--- config.mk ---
export PLATFORM = sky130hd
export DESIGN_NAME = multicycle_control_fsm
export DESIGN_NICKNAME = d
export VERILOG_FILES = /design/src/rtl/multicycle_control_fsm.sv
export SDC_FILE = /design/constraint.sdc
export NUM_CORES = 1
export LEC_CHECK = 0
export BUFFER_PORTS_ARGS = -buffer_cell sky130_fd_sc_hd__buf_4
export CORE_ASPECT_RATIO = 1.4
export CORE_MARGIN = 2
export CORE_UTILIZATION = 56
export CTS_CLUSTER_DIAMETER = 120
export DETAILED_ROUTE_END_ITERATION = 10
export PLACE_DENSITY_LB_ADDON = 0.08
export SYNTH_ARGS = -nofsm -noshare
export SYNTH_HDL_FRONTEND = slang
export SYNTH_SLANG_ARGS = --single-unit
--- constraint.sdc ---
create_clock -name CLK -period 5.8 [get_ports CLK]
set_input_delay 1.16 -clock CLK [delete_from_list [all_inputs] [get_ports CLK]]
set_output_delay 1.16 -clock CLK [all_outputs]
set_load 0.01 [all_outputs]
--- src/rtl/multicycle_control_fsm.sv ---
// Multicycle MIPS control: FETCH/DECODE/EXEC/MEM/WB sequencing, ihit/dhit stalls, optional memory timeout.
// `define OVERFLOW_TRAP_EN to trap signed overflow of ADD/SUB/ADDI at write-back (sets exc, halts).
module multicycle_control_fsm #(
  parameter int CNT_W       = 32,
  parameter int MEM_TIMEOUT = 0
) (
  input  logic             CLK,
  input  logic             nRST,
  input  logic [5:0]       opcode,
  input  logic [5:0]       funct,
  input  logic             zero,
  input  logic             overflow,
  input  logic             ihit,
  input  logic             dhit,
  output logic             iREN,
  output logic             dREN,
  output logic             dWEN,
  output logic             IRWrite,
  output logic             PCWrite,
  output logic [1:0]       PCSrc,
  output logic             RegWrite,
  output logic [1:0]       RegDst,
  output logic [1:0]       MemToReg,
  output logic [1:0]       ALUSrc,
  output logic             ExtOp,
  output logic [3:0]       alu_op,
  output logic             halt,
  output logic             mem_err,
  output logic             exc,
  output logic [CNT_W-1:0] instr_cnt
);

  localparam logic [5:0] OP_RTYPE = 6'h00, OP_J    = 6'h02, OP_JAL  = 6'h03,
                         OP_BEQ   = 6'h04, OP_BNE  = 6'h05, OP_ADDI = 6'h08,
                         OP_ADDIU = 6'h09, OP_SLTI = 6'h0A, OP_SLTIU = 6'h0B,
                         OP_ANDI  = 6'h0C, OP_ORI  = 6'h0D, OP_XORI = 6'h0E,
                         OP_LUI   = 6'h0F, OP_LW   = 6'h23, OP_SW   = 6'h2B,
                         OP_HALT  = 6'h3F;
  localparam logic [5:0] F_SLL = 6'h00, F_SRL  = 6'h02, F_JR  = 6'h08,
                         F_ADD = 6'h20, F_ADDU = 6'h21, F_SUB = 6'h22,
                         F_SUBU = 6'h23, F_AND = 6'h24, F_OR  = 6'h25,
                         F_XOR = 6'h26, F_NOR  = 6'h27, F_SLT = 6'h2A,
                         F_SLTU = 6'h2B;
  localparam logic [3:0] ALU_SLL = 4'd0, ALU_SRL = 4'd1, ALU_ADD = 4'd2,
                         ALU_SUB = 4'd3, ALU_AND = 4'd4, ALU_OR  = 4'd5,
                         ALU_XOR = 4'd6, ALU_NOR = 4'd7, ALU_SLT = 4'd8,
                         ALU_SLTU = 4'd9;

  localparam int WW = (MEM_TIMEOUT < 2) ? 1 : $clog2(MEM_TIMEOUT + 1);
  localparam bit            TMO_EN  = (MEM_TIMEOUT != 0);
  localparam logic [WW-1:0] TMO_VAL = WW'(MEM_TIMEOUT);

  typedef enum logic [2:0] {
    S_FETCH, S_DECODE, S_EXEC, S_MEMRD, S_MEMWR, S_WB, S_HALTED
  } state_t;

  typedef enum logic [3:0] {
    K_NOP, K_ALU, K_LW, K_SW, K_BEQ, K_BNE, K_J, K_JAL, K_JR, K_HALT
  } kind_t;

  state_t        state, next_state;
  kind_t         kind;
  logic [WW-1:0] wait_cnt;
  logic [1:0]    pc_src_d;
  logic          ov_chk;
  logic          ireq, drd, dwr, irw, pcw, rw;
  logic          pending, hit_now, tmo_now, tmo, count, trap;

  always_comb begin
    kind     = K_NOP;
    RegDst   = 2'd0;
    MemToReg = 2'd1;
    ALUSrc   = 2'd0;
    ExtOp    = 1'b1;
    alu_op   = ALU_ADD;
    pc_src_d = 2'd0;
    ov_chk   = 1'b0;
    case (opcode)
      OP_RTYPE: begin
        kind = K_ALU;
        case (funct)
          F_SLL:  begin alu_op = ALU_SLL; ALUSrc = 2'd2; end
          F_SRL:  begin alu_op = ALU_SRL; ALUSrc = 2'd2; end
          F_JR:   begin kind = K_JR; pc_src_d = 2'd3; end
          F_ADD:  begin alu_op = ALU_ADD; ov_chk = 1'b1; end
          F_ADDU: alu_op = ALU_ADD;
          F_SUB:  begin alu_op = ALU_SUB; ov_chk = 1'b1; end
          F_SUBU: alu_op = ALU_SUB;
          F_AND:  alu_op = ALU_AND;
          F_OR:   alu_op = ALU_OR;
          F_XOR:  alu_op = ALU_XOR;
          F_NOR:  alu_op = ALU_NOR;
          F_SLT:  alu_op = ALU_SLT;
          F_SLTU: alu_op = ALU_SLTU;
          default: kind = K_NOP;
        endcase
      end
      OP_J:    begin kind = K_J; pc_src_d = 2'd2; end
      OP_JAL:  begin kind = K_JAL; pc_src_d = 2'd2; RegDst = 2'd2; MemToReg = 2'd2; end
      OP_BEQ:  begin kind = K_BEQ; pc_src_d = 2'd1; alu_op = ALU_SUB; end
      OP_BNE:  begin kind = K_BNE; pc_src_d = 2'd1; alu_op = ALU_SUB; end
      OP_ADDI: begin kind = K_ALU; RegDst = 2'd1; ALUSrc = 2'd1; ov_chk = 1'b1; end
      OP_ADDIU: begin kind = K_ALU; RegDst = 2'd1; ALUSrc = 2'd1; end
      OP_SLTI: begin kind = K_ALU; RegDst = 2'd1; ALUSrc = 2'd1; alu_op = ALU_SLT; end
      OP_SLTIU: begin kind = K_ALU; RegDst = 2'd1; ALUSrc = 2'd1; alu_op = ALU_SLTU; end
      OP_ANDI: begin kind = K_ALU; RegDst = 2'd1; ALUSrc = 2'd1; ExtOp = 1'b0; alu_op = ALU_AND; end
      OP_ORI:  begin kind = K_ALU; RegDst = 2'd1; ALUSrc = 2'd1; ExtOp = 1'b0; alu_op = ALU_OR; end
      OP_XORI: begin kind = K_ALU; RegDst = 2'd1; ALUSrc = 2'd1; ExtOp = 1'b0; alu_op = ALU_XOR; end
      OP_LUI:  begin kind = K_ALU; RegDst = 2'd1; ALUSrc = 2'd1; ExtOp = 1'b0; MemToReg = 2'd3; end
      OP_LW:   begin kind = K_LW; RegDst = 2'd1; ALUSrc = 2'd1; MemToReg = 2'd0; end
      OP_SW:   begin kind = K_SW; ALUSrc = 2'd1; end
      OP_HALT: kind = K_HALT;
      default: kind = K_NOP;
    endcase
  end

`ifdef OVERFLOW_TRAP_EN
  logic ov_q, exc_q;
  assign exc = exc_q;
`else
  logic unused_overflow;
  assign unused_overflow = overflow;
  assign exc = 1'b0;
`endif

  // Only the hit belonging to the current access is honoured.
  assign pending = (state == S_FETCH) || (state == S_MEMRD) || (state == S_MEMWR);
  assign hit_now = (state == S_FETCH) ? ihit : (pending && dhit);
  assign tmo_now = TMO_EN && pending && !hit_now && (wait_cnt == TMO_VAL);

  always_comb begin
    next_state = state;
    ireq  = 1'b0;
    drd   = 1'b0;
    dwr   = 1'b0;
    irw   = 1'b0;
    pcw   = 1'b0;
    rw    = 1'b0;
    tmo   = 1'b0;
    count = 1'b0;
    trap  = 1'b0;
    case (state)
      S_FETCH: begin
        ireq = 1'b1;
        if (ihit) begin
          irw = 1'b1;
          pcw = 1'b1;
          next_state = S_DECODE;
        end else if (tmo_now) begin
          tmo = 1'b1;
          next_state = S_HALTED;
        end
      end
      S_DECODE: next_state = (kind == K_HALT) ? S_HALTED : S_EXEC;
      S_EXEC: begin
        next_state = S_FETCH;
        count = 1'b1;
        case (kind)
          K_BEQ: pcw = zero;
          K_BNE: pcw = !zero;
          K_J, K_JR: pcw = 1'b1;
          K_JAL: begin pcw = 1'b1; rw = 1'b1; end
          K_LW:  begin next_state = S_MEMRD; count = 1'b0; end
          K_SW:  begin next_state = S_MEMWR; count = 1'b0; end
          K_ALU: begin next_state = S_WB; count = 1'b0; end
          default: ;
        endcase
      end
      S_MEMRD: begin
        drd = 1'b1;
        if (dhit) next_state = S_WB;
        else if (tmo_now) begin tmo = 1'b1; next_state = S_HALTED; end
      end
      S_MEMWR: begin
        dwr = 1'b1;
        if (dhit) begin next_state = S_FETCH; count = 1'b1; end
        else if (tmo_now) begin tmo = 1'b1; next_state = S_HALTED; end
      end
      S_WB: begin
        rw = 1'b1;
        next_state = S_FETCH;
        count = 1'b1;
`ifdef OVERFLOW_TRAP_EN
        if (ov_chk && ov_q) begin
          rw = 1'b0;
          trap = 1'b1;
          count = 1'b0;
          next_state = S_HALTED;
        end
`endif
      end
      S_HALTED: ;
      default: next_state = S_FETCH;
    endcase
  end

  // Strobes are gated by reset so an in-flight access is dropped at the reset edge.
  assign iREN     = ireq & nRST;
  assign dREN     = drd & nRST;
  assign dWEN     = dwr & nRST;
  assign IRWrite  = irw & nRST;
  assign PCWrite  = pcw & nRST;
  assign RegWrite = rw & nRST;
  assign PCSrc    = (state == S_EXEC) ? pc_src_d : 2'd0;
  assign halt     = (state == S_HALTED);

  always_ff @(posedge CLK) begin
    if (!nRST) begin
      state     <= S_FETCH;
      wait_cnt  <= '0;
      instr_cnt <= '0;
      mem_err   <= 1'b0;
    end else begin
      state <= next_state;
      if (pending && !hit_now && !tmo_now) wait_cnt <= wait_cnt + 1'b1;
      else                                 wait_cnt <= '0;
      if (count) instr_cnt <= instr_cnt + 1'b1;
      if (tmo)   mem_err   <= 1'b1;
    end
  end

`ifdef OVERFLOW_TRAP_EN
  always_ff @(posedge CLK) begin
    if (!nRST) begin
      ov_q  <= 1'b0;
      exc_q <= 1'b0;
    end else begin
      if (state == S_EXEC) ov_q <= overflow;
      if (trap) exc_q <= 1'b1;
    end
  end
`else
  logic unused_trap;
  assign unused_trap = trap ^ ov_chk;
`endif

endmodule

==> flow_summary.html <==
<table>
<tr><th>Metric</th><th>Value</th></tr>
<tr><th colspan="2">Status</th></tr>
<tr><td>Result of the run</td><td>complete, but fails checks</td></tr>
<tr><td>Violated checks</td><td>DRC</td></tr>
<tr><th colspan="2">Setup path</th></tr>
<tr><td>Critical Path Start Type</td><td>primary input</td></tr>
<tr><td>Required time of the critical path</td><td>~4.6 ns</td></tr>
<tr><td>Crit path capture type</td><td>primary output</td></tr>
<tr><td>Critical Path Max Stage Delay</td><td>0.48 ns</td></tr>
<tr><td>Worst path cell trace</td><td>buf_4 &gt; nor4_2 &gt; and2_1 &gt; a22o_1 &gt; o21ai_0 &gt; nor3b_1 &gt; o31a_1 &gt; buf_4</td></tr>
<tr><td>Terminus of the critical flop-to-flop path</td><td>instr_cnt[20]$_SDFFE_PN0P_</td></tr>
<tr><td>FF-to-FF path depth</td><td>6</td></tr>
<tr><td>Slowest cell on crit path</td><td>nor4_2</td></tr>
<tr><td>Cell repeated most along the worst path</td><td>buf_4</td></tr>
<tr><td>Worst R2R Setup Slack</td><td>~3.2 ns</td></tr>
<tr><td>CP Max Fanout</td><td>10</td></tr>
<tr><td>Classification of the worst setup path</td><td>in -&gt; out</td></tr>
<tr><td>Launch point of the worst reg-to-reg path</td><td>state[1]$_SDFFE_PN0P_</td></tr>
<tr><td>Endpoint arrival time on the critical path</td><td>roughly 2.9 ns</td></tr>
<tr><th colspan="2">STA</th></tr>
<tr><td>Maximum operating frequency</td><td>247 MHz</td></tr>
<tr><td>Setup violators final</td><td>0</td></tr>
<tr><td>Final hold violations</td><td>0</td></tr>
<tr><td>Post-route clock skew</td><td>0.0139 ns</td></tr>
<tr><td>Actual transition at the worst max-transition pin</td><td>roughly 1.0 ns</td></tr>
<tr><td>Total negative slack</td><td>0 ns</td></tr>
<tr><td>Slew margin rel.</td><td>32.6%</td></tr>
<tr><td>Min Clock Period, post-route</td><td>just over 4 ns</td></tr>
<tr><td>Setup repair after global routing missed its margin</td><td>no</td></tr>
<tr><td>Final clock period utilization by the worst path</td><td>69.9%</td></tr>
<tr><td>Final-report max-slew violation count</td><td>0</td></tr>
<tr><th colspan="2">Pwr</th></tr>
<tr><td>Clock network fraction of design power</td><td>a little over two fifths</td></tr>
<tr><td>Power density over the cells</td><td>between 150 and 200 nW/um^2</td></tr>
<tr><td>Net switching power</td><td>0.000139 W</td></tr>
<tr><td>Switching share of total power</td><td>about a quarter</td></tr>
<tr><td>Fraction of power consumed by sequential logic</td><td>45.9%</td></tr>
<tr><td>Proportion of power drawn by combinational gates</td><td>about an eighth</td></tr>
<tr><td>Leak</td><td>1.09 nW</td></tr>
<tr><td>Peak supply drop</td><td>roughly 0.21 mV</td></tr>
<tr><td>Internal power component</td><td>roughly 0.00040 W</td></tr>
<tr><th colspan="2">Logic synthesis</th></tr>
<tr><td>Async set-reset flop share out of synthesis</td><td>0%</td></tr>
<tr><td>Most common flop cell mapped by yosys</td><td>dfxtp_1</td></tr>
<tr><td>Post-synth EDFFs</td><td>0</td></tr>
<tr><td>Post-synthesis area per instance</td><td>~7.5 um^2</td></tr>
<tr><td>Number of instances in the synthesized netlist</td><td>313</td></tr>
<tr><td>Synthesis-stage register bit count</td><td>35</td></tr>
<tr><td>Register area share after synthesis</td><td>29.8%</td></tr>
<tr><td>Count of yosys warnings during synthesis</td><td>0</td></tr>
<tr><td>Count of different cell masters after synthesis</td><td>50</td></tr>
<tr><td>Synth Cell Area</td><td>2350 um^2</td></tr>
<tr><th colspan="2">Route</th></tr>
<tr><td>Met2 layer wire length in the routed design</td><td>3.28 mm</td></tr>
<tr><td>DRC marker count from the first detailed-route iteration</td><td>132</td></tr>
<tr><td>Met3 WL post-DR</td><td>343 um</td></tr>
<tr><td>Vias after detailed routing</td><td>2636</td></tr>
<tr><td>Routed wire per std cell</td><td>around 15 um</td></tr>
<tr><td>Antenna viol nets, final</td><td>0</td></tr>
<tr><td>Total detailed-routing wirelength</td><td>around 6.3 mm</td></tr>
<tr><td>Post-detailed-route via-to-cell ratio</td><td>6.46</td></tr>
<tr><td>WL met1</td><td>2.50 mm</td></tr>
<tr><td>DRC</td><td>7</td></tr>
<tr><td>Number of optimization iterations in the first detailed-route pass</td><td>7</td></tr>
<tr><td>Uppermost layer routed</td><td>met4</td></tr>
<tr><th colspan="2">Clocking</th></tr>
<tr><td>Clock latency on the worst-skew pair</td><td>0.30 ns</td></tr>
<tr><td>Clock-pin slew on the worst setup and hold paths</td><td>approximately 0.06 ns</td></tr>
<tr><td>Num CTS Buffers</td><td>5</td></tr>
<tr><td>Buffer cell driving the clock tree root</td><td>clkbuf_8</td></tr>
<tr><td>CTS tree</td><td>done</td></tr>
<tr><td>Sink Count</td><td>35</td></tr>
<tr><td>Number of buffers inserted by hold repair at cts</td><td>0</td></tr>
<tr><td>H-tree level count</td><td>2</td></tr>
<tr><td>Largest buffer count on any clock path</td><td>2</td></tr>
<tr><td>Post-CTS Setup Inserts</td><td>0</td></tr>
<tr><td>Post-cts resize count</td><td>0</td></tr>
<tr><th colspan="2">Worst hold path</th></tr>
<tr><td>Cell depth of the worst min-delay path</td><td>2</td></tr>
<tr><td>Class of the tightest hold or removal check</td><td>reg -&gt; reg</td></tr>
<tr><td>Hold path startpoint</td><td>instr_cnt[7]$_SDFFE_PN0P_</td></tr>
<tr><td>Endpoint with the worst hold slack</td><td>instr_cnt[7]$_SDFFE_PN0P_</td></tr>
<tr><th colspan="2">Floorplan</th></tr>
<tr><td>Die outline area</td><td>~4700 um^2</td></tr>
<tr><td>Total I/O pin count</td><td>a little over 70</td></tr>
<tr><td>Height of the die</td><td>between 80 and 90 um</td></tr>
<tr><td>Initial core utilization</td><td>59.0%</td></tr>
<tr><td>Die width</td><td>58.8 um</td></tr>
<tr><td>Area of the placeable core</td><td>3990 um^2</td></tr>
<tr><td>Cell row count</td><td>27</td></tr>
<tr><th colspan="2">Placement</th></tr>
<tr><td>Global placer's final weighted congestion</td><td>0.863</td></tr>
<tr><td>Sum of net half-perimeters after detailed placement</td><td>4.41 mm</td></tr>
<tr><td>Area after DPL</td><td>2780 um^2</td></tr>
<tr><td>Port buffer count</td><td>68</td></tr>
<tr><th colspan="2">Finish</th></tr>
<tr><td>Finished Cell Area</td><td>approximately 2900 um^2</td></tr>
<tr><td>Synthesis-to-finish area growth</td><td>23.1%</td></tr>
<tr><td>Filler Cell Count</td><td>around 380</td></tr>
<tr><td>Leading cell type in the layout, fill and taps excluded</td><td>buf_4</td></tr>
<tr><td>Total inserted antenna cells</td><td>0</td></tr>
<tr><td>Total number of nets in the final design</td><td>383</td></tr>
<tr><td>Most frequent cells in the layout</td><td>buf_4, a21oi_1, dfxtp_1</td></tr>
<tr><td>Share of post-route cells with drive strength above 1</td><td>22.5%</td></tr>
<tr><th colspan="2">GRT</th></tr>
<tr><td>Total global-route track usage</td><td>27.4%</td></tr>
<tr><td>Global-route wire length before repair</td><td>10.3 mm</td></tr>
<tr><td>Largest net degree at the start of global routing</td><td>63</td></tr>
<tr><td>Via count of the first global-routing pass</td><td>approximately 2400</td></tr>
<tr><td>GRT overflow</td><td>0</td></tr>
<tr><td>Antenna violations before repair</td><td>0</td></tr>
<tr><th colspan="2">Flow run</th></tr>
<tr><td>Number of max-cap violations</td><td>0</td></tr>
</table>
worst max-delay path: cells and delay by family:
family	cells	cell delay [ns]
AND/OR/NAND/NOR	3	0.86
AO/OA/AOI/OAI	3	0.59
buffers and inverters	2	0.29
area by class of cell:
type | instances | area [um^2] | area share (%)
Timing Repair Buffer | 68 | 510 | 17.6
Sequential cell | 35 | 701 | 24.2
Clock buffer | 5 | 68.8 | 2.38
Inverter | 8 | 30.0 | 1.04
Clock inverter | 3 | 43.8 | 1.51
Multi-Input combinational cell | 246 | 1490 | 51.4
Tap cell | 43 | 53.8 | 1.86
worst max path at each step:
stage          cells after the start  startpoint  slack [ns]      end
6_report                           8   opcode[0]        1.75  PCWrite
5_1_grt                            8   opcode[0]        1.61  PCWrite
4_1_cts                            8   opcode[0]        1.76  PCWrite
3_5_place_dp                       8   opcode[0]        1.78  PCWrite
3_3_place_gp                       8   opcode[0]        1.78  PCWrite
2_1_floorplan                      7   opcode[1]        2.05  PCWrite
per-stage QoR:
step / hold slack (ns) / cells / worst slack [ns] / total power, W / util, %
3_3_place_gp: 0.473 / 400 / 1.78 / 0.000315 / 69.8
5_1_grt: 0.529 / 408 / 1.61 / 0.000554 / 72.6
6_report: 0.496 / 408 / 1.75 / 0.000535 / 72.6
3_5_place_dp: 0.487 / 400 / 1.78 / 0.000316 / 69.8
4_1_cts: 0.497 / 408 / 1.76 / 0.000537 / 72.6
2_1_floorplan: 0.496 / 314 / 2.05 / 0.000295 / -
registers in the layout (all words and copies together), names as in the netlist:
name       count
state          3
instr_cnt     32
metal layers:
metal	global-route usage, %	vias up
met5	0	-
met4	11.6	0
met3	5.31	13
met2	49.1	76
met1	30.6	1250
li1	-	1297
power groups by stage:
| stage | logic, W | registers (W) | clock network, W |
|---|---|---|---|
| 2_1_floorplan | 0.0000459 | 0.000249 | 0 |
| 3_3_place_gp | 0.0000643 | 0.000251 | 0 |
| 3_5_place_dp | 0.0000651 | 0.000251 | 0 |
| 4_1_cts | 0.0000653 | 0.000246 | 0.000226 |
| 5_1_grt | 0.0000725 | 0.000246 | 0.000235 |
| 6_report | 0.0000657 | 0.000246 | 0.000223 |
kinds of logic after synthesis:
family / synth area share, %
flip-flops: 29.8
XOR/XNOR: 0.745
AND/OR/NAND/NOR: 34.8
other: 0.159
adder cells (fa/ha/maj): 0.532
multiplexers: 0.426
AO/OA/AOI/OAI: 26.4
buffers and inverters: 7.13
synth_stat cells (all sizes together) (8+ instances only):
master	n	area (um^2)
clkbuf	12	45.0
nand3	18	90.1
nand4	12	75.1
inv	8	30.0
or4	20	150
o31ai	19	143
o21ai	17	85.1
a21oi	40	200
nor3	8	40.0
buf	13	92.6
nor2	13	48.8
dfxtp	35	701
nand2	19	71.3
or3	15	93.8
Power figures use the tool's default switching activity.
